--- src/rtl/div_clk_monitor.sv ---
// Monitors the divide-by-16 clock as sampled data: ticks, period measurement, lock FSM, error flags.
// Optional high-time (duty) checking is enabled by defining DIV_MON_DUTY_EN.
module div_clk_monitor #(
    parameter int unsigned CNT_W      = 8,
    parameter int unsigned EXP_PERIOD = 16,
    parameter int unsigned TOL        = 1,
    parameter int unsigned LOCK_CNT   = 4,
    parameter int unsigned TIMEOUT    = 64,
    parameter int unsigned EXP_HIGH   = 2
) (
    input  logic             clk_in,
    input  logic             reset,
    input  logic             enable,
    input  logic             div_clk,
    output logic             tick_out,
    output logic [CNT_W-1:0] period,
    output logic             period_valid,
    output logic             locked,
    output logic             err_period,
    output logic             err_stall,
    output logic [7:0]       err_count
`ifdef DIV_MON_DUTY_EN
    ,
    output logic             err_duty
`endif
);

    if ((TIMEOUT >= (1 << CNT_W)) || (TIMEOUT <= EXP_PERIOD + TOL) ||
        (LOCK_CNT < 1) || (EXP_HIGH >= EXP_PERIOD)) begin : g_param_check
        $error("div_clk_monitor: inconsistent parameter set");
    end

    localparam int unsigned GW = $clog2(LOCK_CNT + 1);
    localparam logic [CNT_W:0]   P_EXP     = (CNT_W+1)'(EXP_PERIOD);
    localparam logic [CNT_W:0]   P_TOL     = (CNT_W+1)'(TOL);
    localparam logic [CNT_W:0]   P_MAX     = (CNT_W+1)'(EXP_PERIOD + TOL);
    localparam logic [CNT_W-1:0] P_TIMEOUT = CNT_W'(TIMEOUT);

    typedef enum logic [1:0] {IDLE, ACQ, TRACK, LOCKED} state_t;

    state_t           state_q, state_d;
    logic             s0_q, s1_q, prev_q;
    logic             rise, good, stall;
    logic [CNT_W-1:0] cnt_q, cnt_d;
    logic [CNT_W:0]   cnt_x;
    logic [GW-1:0]    good_q, good_d;
    logic [CNT_W-1:0] period_q, period_d;
    logic             tick_q, tick_d;
    logic             pv_q, pv_d;
    logic             ep_q, ep_d;
    logic             es_q, es_d;
    logic [7:0]       errc_q, errc_d;
    logic [1:0]       n_err;
    logic [8:0]       errc_sum;

    assign rise  = s1_q & ~prev_q;
    assign cnt_x = {1'b0, cnt_q};
    // Lower bound written as cnt+TOL >= EXP so it cannot underflow.
    assign good  = (cnt_x + P_TOL >= P_EXP) && (cnt_x <= P_MAX);
    assign stall = (cnt_q == P_TIMEOUT) && !rise;

`ifdef DIV_MON_DUTY_EN
    localparam logic [CNT_W:0] P_HIGH     = (CNT_W+1)'(EXP_HIGH);
    localparam logic [CNT_W:0] P_HIGH_MAX = (CNT_W+1)'(EXP_HIGH + 1);

    logic             fall;
    logic [CNT_W-1:0] hi_q, hi_d;
    logic [CNT_W:0]   hi_x;
    logic             ed_q, ed_d;

    assign fall = ~s1_q & prev_q;
    assign hi_x = {1'b0, hi_q};
`endif

    always_comb begin
        state_d  = state_q;
        good_d   = good_q;
        period_d = period_q;
        pv_d     = 1'b0;
        ep_d     = 1'b0;
        es_d     = 1'b0;
        tick_d   = rise & enable;

        if (!enable || state_q == IDLE) cnt_d = '0;
        else if (rise)                  cnt_d = CNT_W'(1);
        else if (cnt_q != '1)           cnt_d = cnt_q + CNT_W'(1);
        else                            cnt_d = cnt_q;

        if (!enable) begin
            state_d = IDLE;
            good_d  = '0;
        end else begin
            case (state_q)
                IDLE: state_d = ACQ;
                ACQ: begin
                    if (rise) begin
                        state_d = TRACK;
                        good_d  = '0;
                    end else if (stall) begin
                        es_d = 1'b1;
                    end
                end
                TRACK, LOCKED: begin
                    if (rise) begin
                        period_d = cnt_q;
                        pv_d     = 1'b1;
                        if (!good) begin
                            ep_d    = 1'b1;
                            good_d  = '0;
                            state_d = TRACK;
                        end else if (state_q == TRACK) begin
                            good_d = good_q + GW'(1);
                            if (good_q == GW'(LOCK_CNT - 1)) state_d = LOCKED;
                        end
                    end else if (stall) begin
                        es_d    = 1'b1;
                        state_d = ACQ;
                    end
                end
                default: state_d = IDLE;
            endcase
        end

`ifdef DIV_MON_DUTY_EN
        // The rise sample itself is the first high sample.
        if (rise)                   hi_d = CNT_W'(1);
        else if (s1_q && hi_q != '1) hi_d = hi_q + CNT_W'(1);
        else                        hi_d = hi_q;
        ed_d = enable && fall && (state_q == TRACK || state_q == LOCKED) &&
               ((hi_x > P_HIGH_MAX) || (hi_x + (CNT_W+1)'(1) < P_HIGH));
        n_err = {1'b0, ep_d} + {1'b0, es_d} + {1'b0, ed_d};
`else
        n_err = {1'b0, ep_d} + {1'b0, es_d};
`endif
        errc_sum = {1'b0, errc_q} + {7'd0, n_err};
        errc_d   = errc_sum[8] ? 8'hFF : errc_sum[7:0];
    end

    always_ff @(posedge clk_in or posedge reset) begin
        if (reset) begin
            s0_q     <= 1'b0;
            s1_q     <= 1'b0;
            prev_q   <= 1'b0;
            state_q  <= IDLE;
            cnt_q    <= '0;
            good_q   <= '0;
            period_q <= '0;
            tick_q   <= 1'b0;
            pv_q     <= 1'b0;
            ep_q     <= 1'b0;
            es_q     <= 1'b0;
            errc_q   <= '0;
`ifdef DIV_MON_DUTY_EN
            hi_q     <= '0;
            ed_q     <= 1'b0;
`endif
        end else begin
            s0_q     <= div_clk;
            s1_q     <= s0_q;
            prev_q   <= s1_q;
            state_q  <= state_d;
            cnt_q    <= cnt_d;
            good_q   <= good_d;
            period_q <= period_d;
            tick_q   <= tick_d;
            pv_q     <= pv_d;
            ep_q     <= ep_d;
            es_q     <= es_d;
            errc_q   <= errc_d;
`ifdef DIV_MON_DUTY_EN
            hi_q     <= hi_d;
            ed_q     <= ed_d;
`endif
        end
    end

    assign tick_out     = tick_q;
    assign period       = period_q;
    assign period_valid = pv_q;
    assign locked       = (state_q == LOCKED);
    assign err_period   = ep_q;
    assign err_stall    = es_q;
    assign err_count    = errc_q;
`ifdef DIV_MON_DUTY_EN
    assign err_duty     = ed_q;
`endif

endmodule

--- config.mk ---
export PLATFORM = sky130hd
export DESIGN_NAME = div_clk_monitor
export DESIGN_NICKNAME = d
export VERILOG_FILES = /design/src/rtl/div_clk_monitor.sv
export SDC_FILE = /design/constraint.sdc
export NUM_CORES = 1
export LEC_CHECK = 0
export ABC_AREA = 1
export CAP_MARGIN = 40
export CORE_MARGIN = 10
export CORE_UTILIZATION = 45
export CTS_CLUSTER_SIZE = 25
export DETAILED_ROUTE_END_ITERATION = 10
export DONT_BUFFER_PORTS = 1
export GPL_ROUTABILITY_DRIVEN = 0
export HOLD_SLACK_MARGIN = 0.08
export SLEW_MARGIN = 20
export SYNTH_ARGS = -nofsm -noshare
export SYNTH_HDL_FRONTEND = slang
export SYNTH_SLANG_ARGS = --single-unit
export TNS_END_PERCENT = 50
--- constraint.sdc ---
create_clock -name clk_in -period 2.7 [get_ports clk_in]
set_input_delay 0 -clock clk_in [delete_from_list [all_inputs] [get_ports clk_in]]
set_output_delay 0 -clock clk_in [all_outputs]
set_load 0.01 [all_outputs]
==> run_results.csv, run 1 <==
group,metric,value,unit
outcome,status,"finished clean",
min_path,hp-class,"in -> async",
logic_synthesis,synth_cell_types,25,
grt,grt_pass1_vias,1468,
logic_synthesis,ys_ff_latch,36,
critical_path,max_stage_delay,0.46,ns
clock_tree,htree_levels,2,
logic_synthesis,synth_adder_area_share,5.31,%
place,dp.cells,269,
clock_tree,cts_buffer_depth,2,
critical_path,critical_path.startpoint_type,"flop",
clock_tree,cts_made_buffers,5,
critical_path,cp_cell_sequence,"buf_4 -> ha_1 -> inv_1 -> nand2_1 -> a21oi_1 -> nor3_2 -> nand2_4 -> nand2_4 -> fa_2 -> inv_2 -> ha_4 -> nand2_2 -> nor2_2 -> inv_2 -> nor2_4 -> and3_4 -> nand2_8 -> o21ai_4",
critical_path,critPathBufInv,4,
finish,final_nets,251,
timing,skew,0.00485,ns
floorplan,io-pin-count,25,
grt,grt_antenna_before_repair,0,
finish,post-route-util,60.0,%
critical_path,rrSetupSlack,0.09,ns
floorplan,num_rows,22,
critical_path,cp_max_fo,7,
finish,syn2layout_area_growth,25.5,%
drt,drc,0,
finish,fill_cells,330,
finish,final_common_cell,"nand2_1",
timing,finalSetupTns,0,ns
power_and_ir_drop,ir_worst_vdd,0.000471,V
logic_synthesis,synth_xor_xnor_area_share,0.489,%
floorplan,dieWidth,83.1,um
logic_synthesis,postSynthAreaPerCell,8.37,sq um
logic_synthesis,synth_area,1790,sq um
clock_tree,cts_tree,"built",
timing,final_hold_viol_count,0,
finish,mostFrequentLayoutCells,"41 x nand2_1, 33 x dfrtp_1, 31 x inv_1, 17 x buf_4, 15 x o21ai_0",
critical_path,crit_start,"cnt_q[0]$_DFFE_PP0P_",
run,maxCapViolations,0,
drt,drt_iter0_drc,147,
critical_path,cp.required,2.91,ns
logic_synthesis,yosys_warnings,0,
drt,viasPerCell,5.16,
critical_path,critical_path.slowest_cell,"dfrtp_2",
timing,setup_viol,0,
critical_path,r2r-end,"err_count[2]$_DFF_PP0_",
critical_path,cp.depth,18,
drt,wirelength,4.15,mm
power_and_ir_drop,p_per_area,590,nW/um^2
critical_path,critPathKind,"reg -> reg",
timing,slew_headroom,69.8,%
logic_synthesis,synth_top_family_by_area,"simple AND/OR/NAND/NOR gates",
floorplan,die_h,83.1,um
logic_synthesis,synth-simple-area-share,26.8,%
grt,grt_first_pass_wirelength,6.90,mm
grt,grt_max_degree,37,
floorplan,coreArea,3740,sq um
critical_path,crit_family,"simple AND/OR/NAND/NOR gates",
critical_path,r2r_start,"cnt_q[0]$_DFFE_PP0P_",
clock_tree,cts_sinks,36,
place,io_buffers,0,
timing,rsz0062_at_grt,"true",
clock_tree,path_clk_slew,0.07,ns
finish,instances_no_fill,288,
finish,antenna_cells,0,
critical_path,arrival,2.82,ns
timing,min_period,2.61,ns
critical_path,worst_r2r_path_depth,18,
timing,finalMaxSlewViolations,0,
drt,drt-pass1-iter-count,4,
timing,max_freq,382,MHz
floorplan,initial_core_util,47.8,%
logic_synthesis,synth.area.mux_share,0,%
finish,layout-drive-gt1-share,29.6,%
drt,ant_nets,0,
grt,overflow,0,
timing,fin_crit_sh,96.8,%
clock_tree,insertion_delay,0.28,ns
logic_synthesis,synthCells,214,
critical_path,end_kind,"flop",
floorplan,fp.dieArea,6900,sq um
logic_synthesis,synth-compound-area-share,8.53,%
timing,tightest_slew,0.453,ns
power_and_ir_drop,power,1.33,mW
logic_synthesis,ys_seq_area_share,50.3,%
drt,vias,1487,
grt,grtUsageTotal,11.8,%
power_and_ir_drop,p_leak,1.14,nW
logic_synthesis,synth_fp_nets,225,
place,dpl.hpwl,2.97,mm
drt,wire_per_inst,14.4,um
critical_path,critPathCapture,"err_count[2]$_DFF_PP0_",
clock_tree,cts_root_buffer,"clkbuf_8",
==> synthesized netlist by cell type, drive strengths merged <==
cell type / number / area, sq um
a211oi: 1 / 7.51
a21oi: 8 / 40.0
and2: 1 / 6.26
and3: 1 / 6.26
buf: 1 / 7.51
clkbuf: 1 / 3.75
dfrtp: 36 / 901
fa: 1 / 20.0
ha: 6 / 75.1
inv: 38 / 143
nand2: 51 / 209
nand3: 16 / 90.1
nand4: 4 / 25.0
nor2: 22 / 113
nor3: 5 / 30.0
o21ai: 21 / 105
xor2: 1 / 8.76
==> through the flow <==
step           worst slack [ns]  hold slack, ns  instance area [sq um]
2_1_floorplan            0.0393          0.0314                   1790
3_3_place_gp            -0.0639          0.0175                   1910
3_5_place_dp             -0.242          0.0285                   1910
4_1_cts                 0.00121           0.257                   2100
5_1_grt                  -0.149           0.263                   2250
6_report                 0.0853           0.266                   2250
==> per-layer routing <==
layer | vias up | global-route usage, % | part of all wire [%]
li1 | 725 | - | -
met1 | 714 | 12.5 | 40
met3 | 10 | 5.27 | 8.2
met4 | 0 | 5.38 | 1.9
met2 | 38 | 19.6 | 50
met5 | - | 0 | 0
==> cell families (layout without fill, tap and decap cells) <==
family / Yosys count / after routing
compound gates: 30 / 30
xor+xnor: 1 / 1
fa+ha+maj: 7 / 7
buf+inv: 40 / 66
flops: 36 / 36
simple gates: 100 / 100
==> power breakdown <==
part | internal (mW) | total, mW | leakage (nW) | switching [mW]
Combinational | 0.103 | 0.251 | 0.615 | 0.148
Sequential | 0.594 | 0.670 | 0.471 | 0.0763
Clock | 0.227 | 0.404 | 0.0503 | 0.177
Total | 0.924 | 1.33 | 1.14 | 0.401
==> worst register-to-register path, delay by kind of cell (launching register included) <==
kind | cells | cell delay [ns]
compound gates | 2 | 0.22
fa+ha+maj | 3 | 0.64
buf+inv | 4 | 0.35
flops | 1 | 0.46
simple gates | 9 | 0.86
==> worst min-delay path by stage <==
stage / endpoint / from / depth (start not counted) / slack (ns)
6_report: err_count[5]$_DFF_PP0_ / reset / 3 / 0.27
3_3_place_gp: s0_q$_DFF_PP0_ / reset / 2 / 0.02
3_5_place_dp: s0_q$_DFF_PP0_ / reset / 2 / 0.03
2_1_floorplan: s0_q$_DFF_PP0_ / div_clk / 0 / 0.03
4_1_cts: s0_q$_DFF_PP0_ / div_clk / 1 / 0.26
5_1_grt: s0_q$_DFF_PP0_ / div_clk / 1 / 0.26
==> cell type report <==
type                            instances  area [sq um]  share of cell area (%)
Clock buffer                            7          96.3                    4.29
Inverter                               38           145                    6.46
Multi-Input combinational cell        138           872                    38.8
Sequential cell                        36           905                    40.3
Tap cell                               48          60.1                    2.67
Timing Repair Buffer                   21           169                    7.52
==> state kept, by name (all words and copies together), names as in the netlist <==
| signal | flops |
|---|---|
| period_valid | 1 |
| err_stall | 1 |
| err_count | 8 |
| tick_out | 1 |
| err_period | 1 |
| state_q | 2 |
| s1_q | 1 |
| good_q | 3 |
| cnt_q | 8 |
| s0_q | 1 |
| prev_q | 1 |
| period | 8 |
==> what timing repair did <==
action | in CTS | in global routing
cloned | 0 | 0
resized for setup | 20 | 26
buffers inserted | 2 | 7
hold endpoints to repair | 47 | 0
pin swaps | 7 | 14
endpoints found under the setup margin | 8 | 8
hold buffers | 3 | 0
Note: power is estimated with default switching activity, not from simulation.
==> inputs of run 2 (changes only) <==
==> constraint.sdc (replaced) <==
create_clock -name clk_in -period 2.7 [get_ports clk_in]
set_input_delay 0.27 -clock clk_in [delete_from_list [all_inputs] [get_ports clk_in]]
set_output_delay 0.27 -clock clk_in [all_outputs]
set_load 0.01 [all_outputs]
==> run_results.csv, run 2 (same netlist as run 1, synthesis figures left out) <==
group,metric,value,unit
finish,mostFrequentLayoutCells,"42 x nand2_1, 34 x dfrtp_1, 32 x inv_1, 15 x o21ai_0, 15 x buf_4",
grt,top_usage_layer,"met2",
place,placed_cell_area,1910,sq um
grt,grt_max_degree,21,
place,io_buffers,0,
critical_path,worst_r2r_path_depth,20,
grt,grt_pass1_vias,1513,
grt,grt_use_met2,20.8,%
power_and_ir_drop,p_leak,1.13,nW
drt,wire_per_inst,14.5,um
critical_path,end_kind,"flop",
timing,min_period,2.67,ns
timing,setup_ws,0.0306,ns
finish,multi_input_area,847,sq um
critical_path,cp_max_fo,7,
run,maxCapViolations,0,
floorplan,io-pin-count,25,
clock_tree,cts_tree,"built",
grt,grt_first_pass_wirelength,7.12,mm
timing,skew,0.00605,ns
critical_path,r2r_start,"cnt_q[1]$_DFFE_PP0P_",
grt,grt_antenna_before_repair,0,
critical_path,cp.required,2.90,ns
place,dp_slack,-0.248,ns
floorplan,die_h,83.1,um
timing,tightest_slew,0.622,ns
critical_path,r2r-end,"err_count[4]$_DFF_PP0_",
critical_path,arrival,2.87,ns
timing,setup_viol,0,
drt,drt_iter0_drc,153,
drt,drt-pass1-iter-count,4,
min_path,hold_start,"enable",
drt,viasPerCell,5.13,
floorplan,num_rows,22,
finish,syn2layout_area_growth,22.2,%
floorplan,coreArea,3740,sq um
drt,vias,1467,
min_path,hp-class,"in -> reg",
timing,slew_headroom,58.5,%
floorplan,initial_core_util,47.8,%
finish,design_area,2190,sq um
drt,wirelength,4.14,mm
finish,final_nets,248,
timing,finalMaxSlewViolations,0,
finish,antenna_cells,0,
finish,final_common_cell,"nand2_1",
min_path,holdPathEnd,"good_q[1]$_DFFE_PP0P_",
place,dpl.hpwl,3.10,mm
timing,final_hold_viol_count,0,
drt,drc,0,
grt,grtUsageTotal,12.1,%
finish,fill_cells,351,
clock_tree,cts_made_buffers,5,
grt,grtUsageMet3,5.96,%
timing,finalSetupTns,0,ns
outcome,status,"finished clean",
critical_path,critical_path.startpoint_type,"flop",
power_and_ir_drop,p_per_area,589,nW/um^2
clock_tree,htree_levels,2,
min_path,whs_path_depth,2,
finish,seq_area,903,sq um
clock_tree,cts_buffer_depth,2,
floorplan,fp.dieArea,6900,sq um
critical_path,critPathKind,"reg -> reg",
drt,ant_nets,0,
critical_path,rrSetupSlack,0.03,ns
grt,overflow,0,
power_and_ir_drop,ir_worst_vdd,0.000309,V
timing,max_freq,375,MHz
clock_tree,cts_root_buffer,"clkbuf_8",
timing,fin_crit_sh,98.9,%
grt,use_met1,12.6,%
finish,layout-drive-gt1-share,26.5,%
clock_tree,cts_sinks,36,
clock_tree,insertion_delay,0.28,ns
floorplan,dieWidth,83.1,um
timing,rsz0062_at_grt,"true",
clock_tree,path_clk_slew,0.07,ns
## run 2: cell count changes in the layout (fill, tap and decap cells not counted), moves of 2 or more
cell,delta
clkbuf_1,+2
buf_4,-2
o21ai_2,+2
nand2_2,-2
nand2_4,+2
## run 2: what timing repair did
| action | CTS | global route |
|---|---|---|
| setup buffers | 6 | 1 |
| hold buffers | 2 | 0 |
| endpoints found under the hold margin | 17 | 0 |
| gates resized for setup | 26 | 12 |
| pin swaps | 10 | 13 |
| setup endpoints to repair | 8 | 8 |
## run 2: per-layer routing
metal,vias to the layer above,routed length (um)
met5,-,0
met4,0,65
met3,9,391
met2,51,2090
met1,688,1590
li1,719,-
## run 2: worst max path at each step
stage | from | endpoint | slack, ns | depth (start not counted)
global placement | cnt_q[0]$_DFFE_PP0P_ | err_count[4]$_DFF_PP0_ | -0.06 | 20
global route | cnt_q[1]$_DFFE_PP0P_ | err_count[7]$_DFF_PP0_ | -0.14 | 20
detailed placement | cnt_q[0]$_DFFE_PP0P_ | err_count[4]$_DFF_PP0_ | -0.25 | 20
CTS | cnt_q[0]$_DFFE_PP0P_ | err_count[7]$_DFF_PP0_ | 0.02 | 17
finish | cnt_q[1]$_DFFE_PP0P_ | err_count[4]$_DFF_PP0_ | 0.03 | 20
floorplan | cnt_q[0]$_DFFE_PP0P_ | err_count[2]$_DFF_PP0_ | 0.04 | 20
## run 2: per-stage QoR
step | power, mW | hold WS [ns] | cells | utilization, %
6_report | 1.29 | 0.138 | 286 | 58.4
4_1_cts | 1.29 | 0.134 | 285 | 56.8
2_1_floorplan | 0.801 | 0.301 | 214 | -
5_1_grt | 1.38 | 0.142 | 286 | 58.4
3_3_place_gp | 0.868 | 0.271 | 269 | 50.9
3_5_place_dp | 0.874 | 0.280 | 269 | 50.9
## run 2: layout make-up
type / count / share of cell area, %
Clock buffer: 8 / 4.12
Sequential cell: 36 / 41.3
Multi-Input combinational cell: 138 / 38.7
Inverter: 38 / 6.52
Timing Repair Buffer: 18 / 6.58
Tap cell: 48 / 2.75
## run 2: worst max-delay path, cell delays in order, from the launching register on
cell and delay, ns:
dfrtp_1 0.43, ha_4 0.18, nand2_1 0.06, inv_2 0.08
nand2_1 0.05, nand2_1 0.08, nand2_1 0.07, nor2_2 0.15
nand2_4 0.07, nand2_4 0.07, nand2_4 0.05, fa_2 0.35
inv_2 0.08, ha_4 0.13, nand2_2 0.05, nor2_1 0.10
inv_1 0.07, nor2_2 0.11, and3_4 0.22, nand2_4 0.09
o21ai_2 0.08
## run 2: where the power goes
part / total (mW) / switching (mW) / internal, mW
logic: 0.238 / 0.144 / 0.0938
registers: 0.670 / 0.0767 / 0.593
clock network: 0.381 / 0.173 / 0.208
==> inputs of run 3 (changes only) <==
- PLACE_DENSITY_LB_ADDON: not set -> 0.12
==> run_results.csv, run 3 (same netlist as run 1, synthesis figures left out) <==
group,metric,value,unit
timing,slew_headroom,71.2,%
run,maxCapViolations,0,
drt,vias,1426,
clock_tree,cts_root_buffer,"clkbuf_8",
critical_path,critPathCapture,"err_count[7]$_DFF_PP0_",
timing,rsz0062_at_grt,"true",
timing,setup_viol,0,
critical_path,rrSetupSlack,0.06,ns
power_and_ir_drop,seqPwrFrac,51.7,%
power_and_ir_drop,p_leak,1.10,nW
critical_path,end_kind,"flop",
timing,finalMaxSlewViolations,0,
floorplan,io-pin-count,25,
critical_path,r2r_start,"cnt_q[0]$_DFFE_PP0P_",
clock_tree,cts_tree,"built",
drt,wirelength,3.97,mm
timing,setup_ws,0.0612,ns
grt,grt_antenna_before_repair,0,
floorplan,num_rows,22,
critical_path,r2r-end,"err_count[7]$_DFF_PP0_",
timing,tightest_slew,0.433,ns
drt,drc,0,
critical_path,critPathKind,"reg -> reg",
clock_tree,htree_levels,2,
clock_tree,path_clk_slew,0.07,ns
place,dpl.hpwl,2.84,mm
critical_path,max_stage_delay,0.46,ns
grt,overflow,0,
floorplan,initial_core_util,47.8,%
floorplan,die_h,83.1,um
timing,finalSetupTns,0,ns
grt,grt_first_pass_wirelength,6.38,mm
timing,fin_crit_sh,97.7,%
clock_tree,cts_buffer_depth,2,
finish,antenna_cells,0,
drt,viasPerCell,5.02,
critical_path,crit_start,"cnt_q[0]$_DFFE_PP0P_",
power_and_ir_drop,ir_worst_vdd,0.000286,V
outcome,status,"finished clean",
floorplan,fp.dieArea,6900,sq um
power_and_ir_drop,p_per_area,606,nW/um^2
critical_path,critical_path.slowest_cell,"dfrtp_2",
finish,syn2layout_area_growth,19.7,%
finish,layout-drive-gt1-share,24.6,%
floorplan,dieWidth,83.1,um
power_and_ir_drop,intPower,898,uW
clock_tree,insertion_delay,0.29,ns
critical_path,critical_path.startpoint_type,"flop",
critical_path,cp_cell_sequence,"inv_4 -> ha_4 -> inv_2 -> nor3_2 -> nand4_1 -> nor2_2 -> inv_2 -> fa_2 -> inv_2 -> nand3_1 -> nor3_1 -> and2_1 -> nand2_1 -> nor3_2 -> a21oi_1",
place,io_buffers,0,
critical_path,path_common_cell,"inv_2",
drt,wire_per_inst,14.0,um
power_and_ir_drop,swShare,30.8,%
critical_path,cp_max_fo,4,
timing,final_hold_viol_count,0,
grt,grt_pass1_vias,1371,
power_and_ir_drop,p_comb_share,18.4,%
power_and_ir_drop,clkPwrFrac,29.9,%
power_and_ir_drop,p_switching,400,uW
clock_tree,cts_made_buffers,5,
drt,drt_iter0_drc,92,
floorplan,coreArea,3740,sq um
drt,drt-pass1-iter-count,4,
finish,final_nets,246,
place,dp_slack,-0.229,ns
critical_path,arrival,2.81,ns
critical_path,cp.required,2.88,ns
timing,max_freq,379,MHz
grt,grtUsageTotal,10.8,%
finish,final_common_cell,"nand2_1",
grt,grt_max_degree,37,
min_path,hp-class,"in -> reg",
finish,mostFrequentLayoutCells,"43 x nand2_1, 33 x dfrtp_1, 30 x inv_1, 18 x o21ai_0",
timing,skew,0.00309,ns
critical_path,worst_r2r_path_depth,15,
clock_tree,cts_sinks,36,
timing,min_period,2.64,ns
drt,ant_nets,0,
## run 3: cell count changes in the layout (fill, tap and decap cells not counted), sizes merged
cell / previous run / this run
buf: 16 / 14
## run 3: critical path, delay by kind of cell (launching register included)
family / cells / cell delay (ns)
fa+ha+maj: 2 / 0.48
flops: 1 / 0.46
compound gates: 1 / 0.05
buf+inv: 4 / 0.26
simple gates: 8 / 1.26
## run 3: power groups by stage
stage / logic (mW) / registers [mW] / clock network, mW
2_1_floorplan: 0.146 / 0.655 / 0
3_3_place_gp: 0.196 / 0.669 / 0
3_5_place_dp: 0.200 / 0.669 / 0
4_1_cts: 0.206 / 0.662 / 0.399
5_1_grt: 0.271 / 0.683 / 0.426
6_report: 0.239 / 0.671 / 0.388
## run 3: repair_timing
| action | in CTS | in global routing |
|---|---|---|
| endpoints found under the hold margin | 37 | 0 |
| gates resized for setup | 14 | 16 |
| pin swaps | 6 | 11 |
| hold buffers | 2 | 0 |
| setup buffers | 2 | 3 |
| setup endpoints to repair | 8 | 8 |
## run 3: per-layer routing
layer	GRT usage, %	wire [um]
met1	12.1	1680
met3	5.76	347
met2	17.0	1890
met4	4.15	55
met5	0	0
## run 3: cell type report
cell class                      count  area (sq um)
Fill cell                         372          1600
Sequential cell                    36           905
Multi-Input combinational cell    138           818
Inverter                           38           145
Timing Repair Buffer               16           125
Clock buffer                        8          90.1
Tap cell                           48          60.1
## run 3: how the worst min path moves through the flow
stage | start | end | slack (ns) | depth (start not counted)
after global routing | enable | good_q[2]$_DFFE_PP0P_ | 0.12 | 2
after CTS | enable | good_q[2]$_DFFE_PP0P_ | 0.12 | 2
after global placement | reset | s0_q$_DFF_PP0_ | 0.28 | 2
after floorplan | div_clk | s0_q$_DFF_PP0_ | 0.30 | 0
after detailed placement | reset | s0_q$_DFF_PP0_ | 0.29 | 2
final | enable | good_q[2]$_DFFE_PP0P_ | 0.13 | 2
## run 3: metrics by stage
| stage | cells | hold slack (ns) | area [sq um] | util, % | power (mW) |
|---|---|---|---|---|---|
| final | 284 | 0.132 | 2140 | 57.3 | 1.30 |
| after global routing | 284 | 0.124 | 2140 | 57.3 | 1.38 |
| after CTS | 281 | 0.123 | 2060 | 55.1 | 1.27 |
| after detailed placement | 269 | 0.294 | 1910 | 50.9 | 0.869 |
| after global placement | 269 | 0.284 | 1910 | 50.9 | 0.865 |
| after floorplan | 214 | 0.301 | 1790 | - | 0.801 |
